--- src/rtl/parking_gate_ctrl.sv ---
// Entry/exit gate controller for a two-class parking lot: two identical gate
// FSMs plus registered event pulses, with exit events deferred behind entry.
module parking_gate_fsm #(
  parameter int unsigned PASS_TIMEOUT = 64,
  parameter int unsigned HOLD_CYCLES  = 8
) (
  input  logic clk,
  input  logic rst,
  input  logic req,
  input  logic is_uni,
  input  logic pass,
  input  logic space_ok,
  output logic gate_open,
  output logic pass_evt,
  output logic evt_is_uni,
  output logic deny_evt,
  output logic timeout_evt
);
  localparam int unsigned TMAX = (PASS_TIMEOUT > HOLD_CYCLES) ? PASS_TIMEOUT : HOLD_CYCLES;
  localparam int unsigned TW   = $clog2(TMAX + 1);

  typedef enum logic [1:0] {IDLE, OPEN, HOLD, REARM} state_t;

  state_t          state_q, state_d;
  logic [TW-1:0]   timer_q, timer_d;
  logic            cls_q, cls_d;
  logic            gate_q;
  logic            timer_last;

  assign timer_last = (timer_q == TW'(PASS_TIMEOUT - 1));

  always_ff @(posedge clk or posedge rst) begin
    if (rst) begin
      state_q <= IDLE;
      timer_q <= '0;
      cls_q   <= 1'b0;
      gate_q  <= 1'b0;
    end else begin
      state_q <= state_d;
      timer_q <= timer_d;
      cls_q   <= cls_d;
      gate_q  <= (state_d == OPEN) || (state_d == HOLD);
    end
  end

  always_comb begin
    state_d = state_q;
    timer_d = timer_q;
    cls_d   = cls_q;
    case (state_q)
      IDLE: if (req) begin
        cls_d   = is_uni;
        timer_d = '0;
        state_d = space_ok ? OPEN : REARM;
      end
      OPEN: begin
        if (pass) begin
          state_d = HOLD;
          timer_d = TW'(HOLD_CYCLES);
        end else if (timer_last) begin
          state_d = REARM;
          timer_d = '0;
        end else begin
          timer_d = timer_q + 1'b1;
        end
      end
      // Leaving on the count of 1 keeps the gate in HOLD for exactly HOLD_CYCLES cycles
      HOLD: begin
        if (timer_q <= TW'(1)) begin
          state_d = REARM;
          timer_d = '0;
        end else begin
          timer_d = timer_q - 1'b1;
        end
      end
      REARM: if (!req) state_d = IDLE;
      default: state_d = IDLE;
    endcase
  end

  always_comb begin
    gate_open   = gate_q;
    evt_is_uni  = cls_q;
    pass_evt    = (state_q == OPEN) && pass;
    timeout_evt = (state_q == OPEN) && !pass && timer_last;
    deny_evt    = (state_q == IDLE) && req && !space_ok;
  end
endmodule

module parking_gate_ctrl #(
  parameter int unsigned PASS_TIMEOUT = 64,
  parameter int unsigned HOLD_CYCLES  = 8
) (
  input  logic clk,
  input  logic rst,
  input  logic entry_req,
  input  logic entry_is_uni,
  input  logic entry_pass,
  input  logic exit_req,
  input  logic exit_is_uni,
  input  logic exit_pass,
  input  logic uni_space_ok,
  input  logic gen_space_ok,
  output logic car_entered,
  output logic is_uni_car_entered,
  output logic car_exited,
  output logic is_uni_car_exited,
  output logic entry_gate_open,
  output logic exit_gate_open,
  output logic entry_denied,
  output logic timeout_err
);
  logic en_pass, en_uni, en_deny, en_to;
  logic ex_pass, ex_uni, ex_deny, ex_to;
  logic en_space;
  logic exit_pending, exit_go;

  assign en_space = entry_is_uni ? uni_space_ok : gen_space_ok;

  parking_gate_fsm #(.PASS_TIMEOUT(PASS_TIMEOUT), .HOLD_CYCLES(HOLD_CYCLES)) u_entry (
    .clk(clk), .rst(rst), .req(entry_req), .is_uni(entry_is_uni), .pass(entry_pass),
    .space_ok(en_space), .gate_open(entry_gate_open), .pass_evt(en_pass),
    .evt_is_uni(en_uni), .deny_evt(en_deny), .timeout_evt(en_to)
  );

  parking_gate_fsm #(.PASS_TIMEOUT(PASS_TIMEOUT), .HOLD_CYCLES(HOLD_CYCLES)) u_exit (
    .clk(clk), .rst(rst), .req(exit_req), .is_uni(exit_is_uni), .pass(exit_pass),
    .space_ok(1'b1), .gate_open(exit_gate_open), .pass_evt(ex_pass),
    .evt_is_uni(ex_uni), .deny_evt(ex_deny), .timeout_evt(ex_to)
  );

  // The exit class register is stable through the deferred cycle (exit FSM sits in HOLD)
  assign exit_go = (ex_pass && !en_pass) || exit_pending;

  always_ff @(posedge clk or posedge rst) begin
    if (rst) begin
      car_entered        <= 1'b0;
      is_uni_car_entered <= 1'b0;
      car_exited         <= 1'b0;
      is_uni_car_exited  <= 1'b0;
      exit_pending       <= 1'b0;
      entry_denied       <= 1'b0;
      timeout_err        <= 1'b0;
    end else begin
      car_entered        <= en_pass;
      is_uni_car_entered <= en_pass && en_uni;
      car_exited         <= exit_go;
      is_uni_car_exited  <= exit_go && ex_uni;
      exit_pending       <= ex_pass && en_pass;
      entry_denied       <= en_deny || ex_deny;
      timeout_err        <= en_to || ex_to;
    end
  end
endmodule

--- config.mk ---
export PLATFORM = sky130hd
export DESIGN_NAME = parking_gate_ctrl
export DESIGN_NICKNAME = d
export VERILOG_FILES = /design/src/rtl/parking_gate_ctrl.sv
export SDC_FILE = /design/constraint.sdc
export NUM_CORES = 1
export LEC_CHECK = 0
export ABC_AREA = 1
export CAP_MARGIN = 20
export CORE_ASPECT_RATIO = 0.7
export CORE_UTILIZATION = 58
export CTS_BUF_LIST = sky130_fd_sc_hd__clkbuf_8 sky130_fd_sc_hd__clkbuf_16
export CTS_CLUSTER_DIAMETER = 100
export DETAILED_ROUTE_END_ITERATION = 7
export PLACE_DENSITY_LB_ADDON = 0.05
export SLEW_MARGIN = 25
export SYNTH_ARGS = -nofsm -noshare
export SYNTH_HDL_FRONTEND = slang
export SYNTH_SLANG_ARGS = --single-unit
--- constraint.sdc ---
create_clock -name clk -period 1.69 [get_ports clk]
set_input_delay 0.338 -clock clk [delete_from_list [all_inputs] [get_ports clk]]
set_output_delay 0.338 -clock clk [all_outputs]
set_load 0.005 [all_outputs]
==> results.json, run 1 <==
{
  "placed_area_mm2": 0.00247,
  "area_delta_synth_final_pct": 19.6,
  "tritoncts": "yes",
  "maxCapViolations": 0,
  "nNetsFinal": 360,
  "setup-violations-final": 0,
  "rr_startpoint": "u_entry.state_q[0]",
  "synth-edff-count": 0,
  "grt_setup_unrepaired": "no",
  "dp_slack_ns": 0.0196,
  "drc": 0,
  "postSynthAreaPerCell_um2": 7.33,
  "antenna_cells": 0,
  "critPathBufInv": 2,
  "syn_inst": 294,
  "setup_ws_ns": 0.137,
  "min_period_over_period": 0.919,
  "routed_via_density": 5.07,
  "min_period_ns": 1.55,
  "p_int_w": 0.00212,
  "h-tree-depth": 2,
  "slew_viol_final": 0,
  "final_area_mm2": 0.00258,
  "place_congestion": 0.889,
  "reg2reg_depth": 10,
  "cts.sinks": 29,
  "ios": 18,
  "max_clock_freq_ghz": 0.644,
  "swShare": 0.473,
  "ys_types": 28,
  "criticalPathCategory": "flop to flop",
  "setup.worst_path.end_class": "flop",
  "grt_usage": 0.268,
  "fin_worst_skew_ns": 0.00968,
  "ys_seq_area_frac": 0.337,
  "p_leak_nw": 1.38,
  "synth_flop_cell": "dfrtp_1",
  "dieHeight_um": 53.0,
  "num_rows": 18,
  "relSlewSlack": 0.742,
  "syn_nets": 324,
  "fillers": 319,
  "finalHoldViolations": 0,
  "critical_path.max_stage_delay_ns": 0.44,
  "cts_max_path_buffers": 2,
  "wire_per_inst_um": 12.7,
  "cts_setup_buffers": 0,
  "yosys.area.top_type": "dfrtp_1",
  "cts_buffers": 5,
  "yosysTopAreaCellShare": 0.337,
  "critPathSlowestCell": "dfrtp_1",
  "grt_remaining_overflow": 0,
  "vias": 1930,
  "synth.area.top_cells": "dfrtp_1, nand2_1, ha_1, inv_1, nand3_1",
  "r2r_end": "u_entry.gate_open",
  "pwr-share-clk": 0.138,
  "switchingPower_w": 0.00190,
  "cp_common_cell": "nand2_1",
  "hold_ws_ns": 0.419,
  "crit_fanout": 5,
  "rrSetupSlack_ns": 0.14,
  "dieArea_mm2": 0.00397,
  "async_reset_ff_frac": 1.00,
  "p_comb_frac": 0.584,
  "die_w_um": 74.9,
  "drtIter0Drc": 171,
  "grt_max_degree": 30,
  "irDropWorstVdd_uv": 1010,
  "grt_antenna_before_repair": 0,
  "layout-drive-gt1-share": 0.148,
  "path_clk_slew_ns": 0.07,
  "drt-total-wl_mm": 4.85,
  "worstSkewPairLatency_ns": 0.28,
  "dp.cells": 373,
  "p_per_area_mw_per_mm2": 1560,
  "ys_seq_elements": 29,
  "cp_cell_sequence": "inv_1, ha_1, nor2_1, nand2_1, nand2_1, inv_1, nand2_1, nand2_1, nand2_1, nand2_1",
  "critPathLaunch": "u_entry.state_q[0]",
  "dp_hpwl_mm": 3.57,
  "syn_area_mm2": 0.00216,
  "portBuffers": 17,
  "setup.worst_path.start_class": "flop",
  "arrival_ns": 1.73,
  "dr.pass1.iters": 4,
  "root_buffer": "clkbuf_8",
  "final_cell_count_no_fill": 381,
  "ys.warnings.count": 0,
  "totalNegativeSetupSlack_ns": 0,
  "required_ns": 1.87,
  "outcome": "finished, final reports clean",
  "first_global_vias": 1718,
  "coreArea_mm2": 0.00354,
  "cpLargestDelayFamily": "simple AND/OR/NAND/NOR gates",
  "hold_class": "input pin to async pin",
  "tightest_slew_ns": 0.386,
  "power.share.sequential": 0.278,
  "ant_nets": 0,
  "grt_pass1_wl_mm": 7.79,
  "start_util": 0.610
}
area by class of cell:
| cell class | instances | area, µm² | share of cell area |
|---|---|---|---|
| Timing Repair Buffer | 31 | 275 | 0.107 |
| Clock inverter | 3 | 13.8 | 0.00534 |
| Sequential cell | 29 | 728 | 0.282 |
| Inverter | 41 | 154 | 0.0597 |
| Multi-Input combinational cell | 222 | 1280 | 0.495 |
| Clock buffer | 5 | 68.8 | 0.0267 |
| Tap cell | 50 | 62.6 | 0.0243 |
how the worst max path moves through the flow:
stage / to / slack [ns] / cells after the start
CTS: u_entry.gate_open / 0.04 / 12
global route: u_exit.gate_open / 0.001 / 11
detailed placement: u_entry.gate_open / 0.02 / 10
finish: u_entry.gate_open / 0.14 / 10
global placement: u_entry.gate_open / 0.06 / 10
floorplan: u_exit.timer_q[5] / 0.19 / 9
metal layers:
layer	vias up	GRT usage	share of wire	routed length [µm]
met5	-	0	0	0
met4	0	0.0660	0.0087	42
met3	7	0.0629	0.062	302
met2	50	0.399	0.42	2060
li1	997	-	-	-
met1	876	0.387	0.51	2450
tightest hold or removal path: stages:
cell and delay, ns:
clkdlybuf4s50_1 0.39, inv_1 0.05, buf_4 0.34
layout by cell type (no fill, tap or decap), types with 3 or more instances in the layout:
master / netlist / routed
nand2_1: 86 / 86
inv_1: 38 / 37
dfrtp_1: 29 / 27
nand3_1: 23 / 23
nor2_1: 24 / 21
ha_1: 20 / 18
clkdlybuf4s50_1: 0 / 17
buf_4: 1 / 14
o21ai_0: 13 / 13
xor2_1: 8 / 8
a21oi_1: 7 / 7
nor2_4: 6 / 7
inv_2: 3 / 5
o21ai_1: 6 / 5
o22ai_1: 5 / 5
clkbuf_8: 1 / 5
nand2_2: 4 / 4
nand4_1: 4 / 4
nor2_2: 1 / 3
xnor2_1: 3 / 3
stage by stage:
stage	total power [W]	util
after CTS	0.00396	0.723
after global routing	0.00440	0.729
after global placement	0.00332	0.699
after detailed placement	0.00337	0.699
after floorplan	0.00270	-
final	0.00402	0.729
registers in the layout (all words and copies together) (netlist names):
| signal | count |
|---|---|
| u_entry.evt_is_uni | 1 |
| entry_denied | 1 |
| is_uni_car_exited | 1 |
| u_entry.timer_q | 7 |
| timeout_err | 1 |
| u_exit.evt_is_uni | 1 |
| exit_pending | 1 |
| u_entry.state_q | 2 |
| car_exited | 1 |
| u_entry.gate_open | 1 |
| u_exit.state_q | 2 |
| car_entered | 1 |
| u_exit.gate_open | 1 |
| u_exit.timer_q | 7 |
| is_uni_car_entered | 1 |
timing repair:
item | 4_1_cts | 5_1_grt
endpoints found under the hold margin | 0 | 0
setup endpoints to repair | 0 | 10
resized for setup | 0 | 11
hold buffers | 0 | 0
cell usage after synthesis (2+ instances only):
| cell | instances |
|---|---|
| inv_2 | 3 |
| nand2_2 | 4 |
| nand4_1 | 4 |
| nor2_4 | 6 |
| nor2_1 | 24 |
| a21oi_2 | 2 |
| o21ai_1 | 6 |
| nand3b_1 | 2 |
| nand3_1 | 23 |
| a21oi_1 | 7 |
| ha_1 | 20 |
| inv_1 | 38 |
| xor2_1 | 8 |
| o22ai_1 | 5 |
| xnor2_1 | 3 |
| o21bai_1 | 2 |
| dfrtp_1 | 29 |
| o21ai_0 | 13 |
| nand2_1 | 86 |
power by group through the flow:
stage	logic, W	clock network (W)	registers, W
finish	0.00235	0.000554	0.00112
CTS	0.00228	0.000568	0.00111
global placement	0.00221	0	0.00111
floorplan	0.00163	0	0.00108
global route	0.00265	0.000598	0.00114
detailed placement	0.00225	0	0.00112
cell families after synthesis:
| family | Yosys count | synth area share |
|---|---|---|
| and+or+nand+nor | 154 | 0.324 |
| buffers and inverters | 43 | 0.0813 |
| AOI/OAI and AO/OA | 37 | 0.0969 |
| DFF | 29 | 0.337 |
| adders and majority gates | 20 | 0.116 |
| xor gates and xnor gates | 11 | 0.0447 |
Note: power is estimated with default switching activity, not from simulation.
==> run 2: changes to the inputs <==
Settings changed: CAP_MARGIN 20 to 0.
==> results of run 2 <==
Same layout as run 1: the final DEF is identical, and so are final timing and power.
==> run 3: changes to the inputs <==
--- a/config.mk
+++ b/config.mk
@@ -9,9 +9,10 @@
 export CAP_MARGIN = 0
 export CORE_ASPECT_RATIO = 0.7
-export CORE_UTILIZATION = 58
+export CORE_UTILIZATION = 52
 export CTS_BUF_LIST = sky130_fd_sc_hd__clkbuf_8 sky130_fd_sc_hd__clkbuf_16
 export CTS_CLUSTER_DIAMETER = 100
 export DETAILED_ROUTE_END_ITERATION = 7
 export PLACE_DENSITY_LB_ADDON = 0.05
+export SETUP_SLACK_MARGIN = 0.05
 export SLEW_MARGIN = 25
 export SYNTH_ARGS = -nofsm -noshare
==> constraint.sdc (replaced) <==
create_clock -name clk -period 1.4 [get_ports clk]
set_input_delay 0.14 -clock clk [delete_from_list [all_inputs] [get_ports clk]]
set_output_delay 0.14 -clock clk [all_outputs]
set_load 0.005 [all_outputs]
==> run 3 against run 2 <==
The run now ends with negative setup slack left; setup slack worse by 0.32 ns; clock skew down 0.0036 ns; routed wire length grew 47%; global-route usage grew 1.0 points; critical endpoint is now u_entry.timer_q[5]; clock power grew 44%; die area increased by 11%; flip-flop and latch count stayed put; sequential share of layout area decreased by 7.0 points; via count is 25% higher; power grew 74%; clock-buffer cell count up 2; combinational power is 100% higher.
==> results.json, run 3 (synthesis gave the netlist of run 1 again) <==
{
  "outcome": "finished, violations left",
  "violations": "negative setup slack",
  "vias": 2403,
  "drtIter0Drc": 258,
  "cp_cell_sequence": "inv_2, ha_4, inv_4, nor2_4, buf_6, nand2_4, nand3b_1, o21ai_1, nand2_1, nand2_1",
  "tightest_slew_ns": 0.392,
  "coreArea_mm2": 0.00395,
  "cts_hold_buffers": 0,
  "setup.worst_path.start_class": "flop",
  "maxCapViolations": 0,
  "multi_input_area_mm2": 0.00165,
  "slew_viol_final": 0,
  "crit_fanout": 4,
  "final_cell_mix": "nand2_1, buf_4, inv_1",
  "min_period_ns": 1.59,
  "utilization": 0.878,
  "die_w_um": 79.0,
  "finalHoldViolations": 0,
  "root_buffer": "clkbuf_8",
  "arrival_ns": 1.81,
  "criticalPathCategory": "flop to flop",
  "final_area_mm2": 0.00347,
  "cp_common_cell": "nand2_1",
  "cts_buffers": 5,
  "irDropWorstVdd_uv": 1600,
  "grt_antenna_before_repair": 0,
  "top_regs": "u_entry.timer_q x7, u_exit.timer_q x7",
  "area_delta_synth_final_pct": 60.8,
  "max_clock_freq_ghz": 0.631,
  "setup_ws_ns": -0.186,
  "seqCellArea_um2": 737,
  "layout-drive-gt1-share": 0.447,
  "ios": 18,
  "grt_pass1_wl_mm": 9.45,
  "dr.pass1.iters": 5,
  "placed_area_mm2": 0.00276,
  "fin_worst_skew_ns": 0.00606,
  "hold_class": "input pin to async pin",
  "cts.sinks": 29,
  "layout_commonest_cell": "nand2_1",
  "drc": 0,
  "final_cell_count_no_fill": 439,
  "h-tree-depth": 2,
  "num_rows": 19,
  "grt_remaining_overflow": 0,
  "p_per_area_mw_per_mm2": 2020,
  "setup.worst_path.end_class": "flop",
  "ant_nets": 0,
  "wire_per_inst_um": 16.2,
  "dieArea_mm2": 0.00441,
  "dieHeight_um": 55.9,
  "fillers": 182,
  "critPathBufInv": 3,
  "nNetsFinal": 416,
  "critPathSlowestCell": "dfrtp_1",
  "setup-violations-final": 13,
  "tritoncts": "yes",
  "grt_setup_unrepaired": "yes",
  "start_util": 0.546,
  "cts_max_path_buffers": 2,
  "grt_max_degree": 30,
  "min_period_over_period": 1.13,
  "antenna_cells": 0,
  "cpLargestDelayFamily": "simple AND/OR/NAND/NOR gates",
  "critical_path.max_stage_delay_ns": 0.41,
  "dp.cells": 406,
  "first_global_vias": 2075,
  "worstSkewPairLatency_ns": 0.29,
  "path_clk_slew_ns": 0.07,
  "required_ns": 1.63,
  "dp_hpwl_mm": 3.92,
  "portBuffers": 17,
  "drt-total-wl_mm": 7.11,
  "routed_via_density": 5.47,
  "place_congestion": 0.947,
  "dp_slack_ns": -0.119,
  "grt_usage": 0.278,
  "relSlewSlack": 0.738,
  "p_leak_nw": 1.78
}
[run 3: changes by cell type in the layout (fill, tap and decap cells not counted), moves of 6 or more]
cell and delta:
nand2_1 -20, dfrtp_1 -7, nand3_2 +9, nand2_4 +6
buf_6 +14, buf_4 +42, ha_1 -11, dfrtp_2 +7
inv_1 -11, nand3_1 -9, nand2_2 +14, ha_4 +12
[run 3: path summary, 6_finish.rpt]
path | slack (ns) | start | endpoint | cells after the start
max | -0.19 | u_entry.state_q[1] | u_entry.timer_q[5] | 10
min | 0.22 | rst | u_exit.gate_open | 3
max reg2reg | -0.19 | u_entry.state_q[1] | u_entry.timer_q[5] | 10
min reg2reg | 0.49 | exit_pending | car_exited | 2
max in group asynchronous | 0.87 | rst | u_exit.timer_q[2] | 3
min in group clk | 0.48 | entry_is_uni | u_entry.evt_is_uni | 3
[run 3: per-layer routing]
layer,vias up,routed length (µm),GRT usage
met1,1119,3180,0.403
met5,-,0,0
met2,131,3180,0.421
met4,0,232,0.0701
li1,1121,-,-
met3,32,523,0.0590
[run 3: layout make-up]
cell class	instances	share of cell area
clock buffers	7	0.0278
clock inverters	1	0.00144
multi-input cells	222	0.475
repair buffers	87	0.216
inverters	41	0.0480
well taps	52	0.0188
flip-flops and latches	29	0.213
[run 3: worst reg2reg max path: stages (launching register included)]
cell and delay (ns):
dfrtp_1 0.41, inv_2 0.13, ha_4 0.16, inv_4 0.04, nor2_4 0.16, buf_6 0.14
nand2_4 0.06, nand3b_1 0.17, o21ai_1 0.11, nand2_1 0.08, nand2_1 0.08
[run 3: timing repair]
action	4_1_cts	5_1_grt
buffers inserted	13	13
pin swaps	37	31
resized for setup	61	48
cloned	0	0
endpoints found under the setup margin	18	21
[run 3: per-stage QoR]
stage                     hold slack, ns  setup TNS [ns]  power, W
after global placement             0.440          -0.295   0.00452
after CTS                          0.230          -0.129   0.00595
after floorplan                    0.218               0   0.00337
after detailed placement           0.444          -0.508   0.00456
final                              0.222           -1.10   0.00701
after global routing               0.275           -2.25   0.00740
[run 3: where the power goes]
part           internal, W  switching (W)  total, W
combinational      0.00224        0.00257   0.00480
clock             0.000444       0.000355  0.000799
sequential         0.00110       0.000305   0.00141
